**config.mk**
```make
export PLATFORM = sky130hd
export DESIGN_NAME = ubit_acc_flat
export DESIGN_NICKNAME = d
export VERILOG_FILES = /design/src/rtl/ubit_acc_if.sv /design/src/rtl/ubit_acc.sv /design/src/flat_wrapper.sv
export SDC_FILE = /design/constraint.sdc
export NUM_CORES = 1
export LEC_CHECK = 0
export CAP_MARGIN = 25
export CORE_ASPECT_RATIO = 2
export CORE_UTILIZATION = 35
export CTS_CLUSTER_DIAMETER = 200
export CTS_CLUSTER_SIZE = 24
export DETAILED_ROUTE_END_ITERATION = 6
export PLACE_DENSITY_LB_ADDON = 0.05
export SLEW_MARGIN = 20
export SYNTH_ARGS = -nofsm -noshare
export SYNTH_HDL_FRONTEND = slang
export SYNTH_SLANG_ARGS = --single-unit
```
**constraint.sdc**
```tcl
create_clock -name clk -period 7.7 [get_ports clk]
set_clock_uncertainty 0.05 [all_clocks]
set_input_delay 1.155 -clock clk [delete_from_list [all_inputs] [get_ports clk]]
set_output_delay 1.155 -clock clk [all_outputs]
set_load 0.005 [all_outputs]
```
**src/rtl/ubit_acc_if.sv**
```systemverilog
// Stream/handshake bundle for ubit_acc: start/bit inputs, partial sum in,
// partial sum out with valid/ready.
//
// Handshake: o_psum is transferred on any rising clk edge where o_valid=1 and i_ready=1.
// While o_valid=1 and i_ready=0, o_psum and o_valid hold.
interface ubit_acc_if #(
  parameter int ACC_WIDTH = 20
);
  logic                 i_start;
  logic                 i_bit;
  logic                 i_bit_valid;
  logic [ACC_WIDTH-1:0] i_psum;
  logic                 i_ready;
  logic [ACC_WIDTH-1:0] o_psum;
  logic                 o_valid;
  logic                 o_busy;

  modport master (
    output i_start, i_bit, i_bit_valid, i_psum, i_ready,
    input  o_psum, o_valid, o_busy
  );

  modport slave (
    input  i_start, i_bit, i_bit_valid, i_psum, i_ready,
    output o_psum, o_valid, o_busy
  );
endinterface

```
**src/rtl/ubit_acc.sv**
```systemverilog
// Unary bitstream accumulator: counts ones over a 2^CYCLE_BITS window and adds
// the result to a latched partial sum. Define UBIT_ACC_BIPOLAR_EN for bipolar coding.
module ubit_acc #(
  parameter int CYCLE_BITS = 8,
  parameter int ACC_WIDTH  = 20
) (
  input  logic           clk,
  input  logic           rst,
  ubit_acc_if.slave      bus,
  output logic [1:0]     o_dbg_state
);
  localparam int OW = CYCLE_BITS + 1;

  typedef enum logic [1:0] {
    IDLE = 2'd0,
    RUN  = 2'd1,
    HOLD = 2'd2
  } state_t;

  state_t                state_q, state_d;
  logic [OW-1:0]         ones_q, ones_d;
  logic [CYCLE_BITS-1:0] cnt_q, cnt_d;
  logic [ACC_WIDTH-1:0]  psum_lat_q, psum_lat_d;
  logic [ACC_WIDTH-1:0]  o_psum_q, o_psum_d;
  logic                  o_valid_q, o_valid_d;
  logic                  busy_q, busy_d;
  logic [OW-1:0]         ones_nxt;
  logic [ACC_WIDTH-1:0]  contrib;

  always_comb begin
    ones_nxt = ones_q + OW'(bus.i_bit);
`ifdef UBIT_ACC_BIPOLAR_EN
    // 2*ones - 2^CYCLE_BITS, computed modulo 2^ACC_WIDTH so it is already sign-extended
    contrib = ACC_WIDTH'({ones_nxt, 1'b0}) - (ACC_WIDTH'(1) << CYCLE_BITS);
`else
    contrib = ACC_WIDTH'(ones_nxt);
`endif
  end

  always_comb begin
    state_d    = state_q;
    ones_d     = ones_q;
    cnt_d      = cnt_q;
    psum_lat_d = psum_lat_q;
    o_psum_d   = o_psum_q;
    o_valid_d  = o_valid_q;
    case (state_q)
      IDLE: begin
        if (bus.i_start) begin
          psum_lat_d = bus.i_psum;
          ones_d     = '0;
          cnt_d      = '0;
          state_d    = RUN;
        end
      end
      RUN: begin
        if (bus.i_bit_valid) begin
          cnt_d  = cnt_q + CYCLE_BITS'(1);
          ones_d = ones_nxt;
          if (cnt_q == {CYCLE_BITS{1'b1}}) begin
            o_psum_d  = psum_lat_q + contrib;
            o_valid_d = 1'b1;
            state_d   = HOLD;
          end
        end
      end
      HOLD: begin
        if (bus.i_ready) begin
          o_valid_d = 1'b0;
          // A start coinciding with the handshake chains straight into the next window
          if (bus.i_start) begin
            psum_lat_d = bus.i_psum;
            ones_d     = '0;
            cnt_d      = '0;
            state_d    = RUN;
          end else begin
            state_d = IDLE;
          end
        end
      end
      default: begin
        state_d   = IDLE;
        o_valid_d = 1'b0;
      end
    endcase
    busy_d = (state_d != IDLE);
  end

  always_ff @(posedge clk or posedge rst) begin
    if (rst) begin
      state_q    <= IDLE;
      ones_q     <= '0;
      cnt_q      <= '0;
      psum_lat_q <= '0;
      o_psum_q   <= '0;
      o_valid_q  <= 1'b0;
      busy_q     <= 1'b0;
    end else begin
      state_q    <= state_d;
      ones_q     <= ones_d;
      cnt_q      <= cnt_d;
      psum_lat_q <= psum_lat_d;
      o_psum_q   <= o_psum_d;
      o_valid_q  <= o_valid_d;
      busy_q     <= busy_d;
    end
  end

  assign bus.o_psum  = o_psum_q;
  assign bus.o_valid = o_valid_q;
  assign bus.o_busy  = busy_q;
  assign o_dbg_state = state_q;
endmodule

```
**src/flat_wrapper.sv**
```systemverilog
// flat-port wrapper written by rule: the top's interface ports become plain ports
module ubit_acc_flat 
#(
  parameter int CYCLE_BITS = 8,
  parameter int ACC_WIDTH  = 20
)
  (clk, rst, o_dbg_state, bus_i_start, bus_i_bit, bus_i_bit_valid, bus_i_psum, bus_i_ready, bus_o_psum, bus_o_valid, bus_o_busy);
  ubit_acc_if #(.ACC_WIDTH(ACC_WIDTH)) bus_i ();
  input  logic clk;
  input  logic rst;
  output logic [1:0] o_dbg_state;
  input wire logic [$bits(bus_i.i_start)-1:0] bus_i_start;
  input wire logic [$bits(bus_i.i_bit)-1:0] bus_i_bit;
  input wire logic [$bits(bus_i.i_bit_valid)-1:0] bus_i_bit_valid;
  input wire logic [$bits(bus_i.i_psum)-1:0] bus_i_psum;
  input wire logic [$bits(bus_i.i_ready)-1:0] bus_i_ready;
  output wire logic [$bits(bus_i.o_psum)-1:0] bus_o_psum;
  output wire logic [$bits(bus_i.o_valid)-1:0] bus_o_valid;
  output wire logic [$bits(bus_i.o_busy)-1:0] bus_o_busy;
  assign bus_i.i_start = bus_i_start;
  assign bus_i.i_bit = bus_i_bit;
  assign bus_i.i_bit_valid = bus_i_bit_valid;
  assign bus_i.i_psum = bus_i_psum;
  assign bus_i.i_ready = bus_i_ready;
  assign bus_o_psum = bus_i.o_psum;
  assign bus_o_valid = bus_i.o_valid;
  assign bus_o_busy = bus_i.o_busy;
  ubit_acc #(.CYCLE_BITS(CYCLE_BITS), .ACC_WIDTH(ACC_WIDTH)) u_core (.clk(clk), .rst(rst), .bus(bus_i), .o_dbg_state(o_dbg_state));
endmodule
```
# Word-level counts from Yosys, hierarchy flattened
# Index checks and enable logic that the tools add are counted.
# op_classes
addsub,3
multipliers,0
n_div,0
n_lt_le_gt_ge,0
n_eq_ne,6
shifts,0
n_mux,21
n_bitwise,1
n_reduce_logical,8
# ops
cell,count
20-bit 2-to-1 mux,2
20-bit case mux with 2 select lines,1
9-bit 2-to-1 mux,3
9-bit case mux with 3 select lines,1
8-bit 2-to-1 mux,3
8-bit case mux with 3 select lines,1
20-bit by 9-bit adder with 20-bit output,1
9-bit by 1-bit adder with 9-bit output,1
8-bit by 1-bit adder with 8-bit output (second input constant),1
8-bit == test (second input constant),1
2-bit 2-to-1 mux,4
2-bit case mux with 3 select lines,1
3-bit AND reduction,2
1-bit 2-to-1 mux,4
2-bit inequality test (second input constant),2
4-bit AND reduction,1
2-bit nonzero test,2
1-bit case mux with 3 select lines,1
3-bit nonzero test,1
2-bit by 1-bit == test with 1-bit output (second input constant),1
2-bit == test (second input constant),1
2-bit zero test,1
2-bit by 1-bit inequality test with 1-bit output (second input constant),1
2-bit AND reduction,1
1-bit inverter,1
# totals
ff_bits,61
latchBits,0
ram_bits,0
mem_bits_ro,0
in_bits,26
out_inout_bits,24
word_cells,46
mem_count,0

# Logic depth before layout (Yosys ltp)
# logic_depth
ltp_word,5
mapped_depth,14
ltp_nobuf,13

# Least setup slack after synthesis
# OpenSTA, ideal clock, no wires.
# synth_path
path_type,input to register
startpoint,input bus_i_bit
endpoint,register u_core.o_psum_q[13] (netlist: u_core.bus.o_psum[13])
setup_time_ps,131
t_arrival_ps,3371
required_ps,7519
path_slack_ps,4147
stages,13
n_path_buf,1
path_cell_list,ha_1 > ha_1 > nand3_1 > nor2_1 > nand3_1 > xnor2_1 > ha_1 > buf_2 > and3_1 > a31oi_1 > a21oi_1 > xnor2_1 > o21ai_1
# synth_between
elab_chain_cells,2
# synth_rtl
item,line,source
"start, declared",flat_wrapper.sv:13,input wire logic [$bits(bus_i.i_bit)-1:0] bus_i_bit;
9-bit by 1-bit adder with 9-bit output,ubit_acc.sv:31,ones_nxt = ones_q + OW'(bus.i_bit);
20-bit by 9-bit adder with 20-bit output,ubit_acc.sv:61,o_psum_d = psum_lat_q + contrib;
"end signal, assigned",ubit_acc.sv:103,o_psum_q <= o_psum_d;
"end, declared",ubit_acc.sv:24,"logic [ACC_WIDTH-1:0] o_psum_q, o_psum_d;"
# No other way between the ends.
# A chain may end at the register's enable or synchronous reset.

# Final worst setup path
# Ends and elaborated chain as after synthesis.

==> results.yml <==
timing:
  tns_ns: 0
  worst_pin_slew_ns: 0.838
  slew_headroom_pct: 43.9
  max_freq_ghz: 0.245
  hold_viol: 0
  slew_violations: 0
  fin_crit_sh_pct: 53.0
  min_period_ns: 4.08
  finalSetupViolations: 0
  rsz0062_at_grt: "no"
global_route:
  grt_overflow: 0
  grt_pass1_vias: 2379
  grt_pass1_wl_um: 11700
  grt_usage_pct: 16.2
  grt_max_degree: 62
  antenna_found_initial: 0
cts:
  clk_pin_slew_ns: 0.05
  cts_buffers: 9
  clkLatencyLatePin_ns: 0.33
  clock_sinks: 61
  ctsHoldBuffers: 0
  cts_resized: 0
  cts_root_buffer: "clkbuf_16"
  post_cts_buffers: 0
  clockBufferDepth: 2
  cts_tree: "built"
  h-tree-depth: 3
yosys:
  syn_nets: 347
  synth-edff-count: 0
  syn_inst: 307
  mappedNetlistArea_um2: 3170
  yosys_warnings: 0
  ys_types: 46
  synth_top_area_share_pct: 48.1
  synth_flop_cell: "dfrtp_1"
  synth_area_leaders: "dfrtp_1 (48%), mux2_2 (6.0%), ha_1 (5.1%)"
  seq_area_frac_synth_pct: 48.1
  yosys.area.top_type: "dfrtp_1"
  synthArstFlopShare_pct: 100
  syn_avg_cell_area_um2: 10.3
  ys_seq_elements: 61
critical_path:
  required_ns: 7.85
  crit_path_start_kind: "input port"
  arrival_ns: 4.23
  r2r-end: "u_core.bus.o_psum[13]$_DFFE_PP0P_"
  worstPathCellList: "clkdlybuf4s50_1 -> ha_1 -> ha_1 -> nand3_1 -> nor2_1 -> nand3_1 -> xnor2_1 -> ha_1 -> and3_1 -> a31oi_1 -> a21oi_1 -> xnor2_1 -> o21ai_1"
  ff2ff_path_depth: 12
  worstReg2RegStart: "u_core.ones_q[0]$_DFFE_PP0P_"
  crit_path_top_delay_cell: "clkdlybuf4s50_1"
  path_max_fanout: 7
  worst-path-buf-inv: 1
  cp_common_cell: "ha_1"
  cp-end-kind: "flip-flop"
  crit_family: "simple AND/OR/NAND/NOR gates"
  critical_path.max_stage_delay_ns: 0.52
  reg2reg_slack_ns: 4.60
  path_class: "in2reg"
flow_run:
  cap_violations: 0
drt:
  ant_nets: 0
  drt_iter0_markers: 105
  via_per_inst: 5.15
  dr_total_vias: 2375
  firstDrtPassIters: 4
  wl_per_cell_um: 15.2
  drc: 0
  drt_wl_total_um: 7030
placement:
  port-buffer-count: 49
  place_area_um2: 3750
  dp_hpwl_um: 5130
  gp_congestion: 0.817
cells_and_area:
  diodes: 0
  layout.nets: 397
  final_design_area_no_fill_um2: 4050
  area_growth_pct: 27.5
  drive_above_1_share_pct: 11.6
die:
  io_pins: 50
  start_util_pct: 36.4
  die_w_um: 69.3
  die-area_um2: 9470
  rows: 48
  core_um2: 8710
  die-height_um: 137
power_and_ir_drop:
  p_per_area_nw_per_um2: 274
  ir_worst_vdd_mv: 0.124
  p_sw_uw: 332
  clkPwrFrac_pct: 36.3
  power_leakage_nw: 1.78
  swShare_pct: 30.0
  comb_power_share_pct: 23.9
  pwr-share-seq_pct: 39.8
  p_int_uw: 776
min_path:
  holdPathStages: 2
  hp-class: "reg2reg"
  whs_endpoint: "u_core.bus.o_psum[11]$_DFFE_PP0P_"
  min_from: "u_core.bus.o_psum[11]$_DFFE_PP0P_"
run_status:
  outcome: "complete, no violations"
==> synthesized netlist by cell type, drive strengths merged (6+ instances only) <==
cell / count
ha: 13
dfrtp: 61
xnor2: 16
o21ai: 33
inv: 10
mux2: 17
xor2: 12
nor2: 16
nand2: 42
a22o: 6
a21oi: 14
buf: 8
nand3: 6
and3: 7
==> area by class of cell <==
type	instances	area [µm²]
sequential	61	1530
tap	100	125
fill	880	4660
multi-input combinational	223	1550
clock inverter	1	30.0
clock buffer	14	264
inverter	10	37.5
timing repair buffer	52	513
==> power by group through the flow <==
| stage | sequential (mW) | combinational (mW) | clock, mW |
|---|---|---|---|
| final | 0.440 | 0.265 | 0.402 |
| after global routing | 0.451 | 0.297 | 0.426 |
| after CTS | 0.441 | 0.270 | 0.411 |
| after detailed placement | 0.446 | 0.268 | 0 |
| after global placement | 0.446 | 0.266 | 0 |
| after floorplan | 0.428 | 0.205 | 0 |
==> worst min-delay path: stages (launching register included) <==
cell and delay, ns:
dfrtp_1 0.34, nand2_1 0.04, o21ai_0 0.06
==> registers in the layout (all words and copies together) (netlist names) <==
signal,flops
u_core.bus.o_psum,20
u_core.psum_lat_q,20
u_core.ones_q,9
u_core.cnt_q,8
u_core.o_dbg_state,2
u_core.bus.o_busy,1
u_core.bus.o_valid,1
==> metrics by stage <==
stage	hold slack (ns)	power (mW)	instances	util [%]	worst slack [ns]
after floorplan	0.423	0.633	307	-	4.15
after global placement	0.415	0.712	446	43.1	3.37
after detailed placement	0.421	0.714	446	43.1	3.29
after CTS	0.433	1.12	461	46.5	3.64
after global routing	0.450	1.17	461	46.5	3.31
final	0.424	1.11	461	46.5	3.62
==> worst max path at each step <==
stage | startpoint | to | slack, ns | depth (start not counted)
3_3_place_gp | bus_i_bit | u_core.bus.o_psum[13]$_DFFE_PP0P_ | 3.37 | 13
6_report | bus_i_bit | u_core.bus.o_psum[13]$_DFFE_PP0P_ | 3.62 | 13
3_5_place_dp | bus_i_bit | u_core.bus.o_psum[13]$_DFFE_PP0P_ | 3.29 | 13
2_1_floorplan | bus_i_bit | u_core.bus.o_psum[13]$_DFFE_PP0P_ | 4.15 | 13
4_1_cts | bus_i_bit | u_core.bus.o_psum[13]$_DFFE_PP0P_ | 3.64 | 13
5_1_grt | bus_i_bit | u_core.bus.o_psum[17]$_DFFE_PP0P_ | 3.31 | 13
==> metal layers <==
metal  part of all wire [%]  global-route usage [%]  wire (µm)  up-vias
met2                     54                    28.2       3780       44
li1                       -                       -          -     1174
met3                    2.5                    3.31        177       16
met1                     40                    17.5       2830     1141
met5                      0                       0          0        -
met4                    3.4                    10.8        240        0
==> cells in the final DEF, fill, tap and decap left out, types with 4 or more instances in the layout <==
cell type	count
a211oi_1	4
a21o_1	4
a21oi_1	13
a22o_1	6
and3_1	7
clkbuf_16	9
clkdlybuf4s50_1	49
dfrtp_1	61
ha_1	13
inv_1	9
mux2_2	17
nand2_1	42
nand3_1	6
nor2_1	15
o21ai_0	23
o21ai_1	10
xnor2_1	16
xor2_1	12
==> kinds of logic (layout without fill, tap and decap cells) <==
group           count (synthesis)  count (layout)  share of synthesized area (%)
compound gates                 75              75                           15.0
xor+xnor                       28              28                           7.73
fa+ha+maj                      14              14                           5.76
buf+inv                        23              77                           3.08
flops                          61              61                           48.1
mux                            18              18                           6.35
simple gates                   88              88                           14.0
No activity file was read; power rests on OpenSTA's default activity.
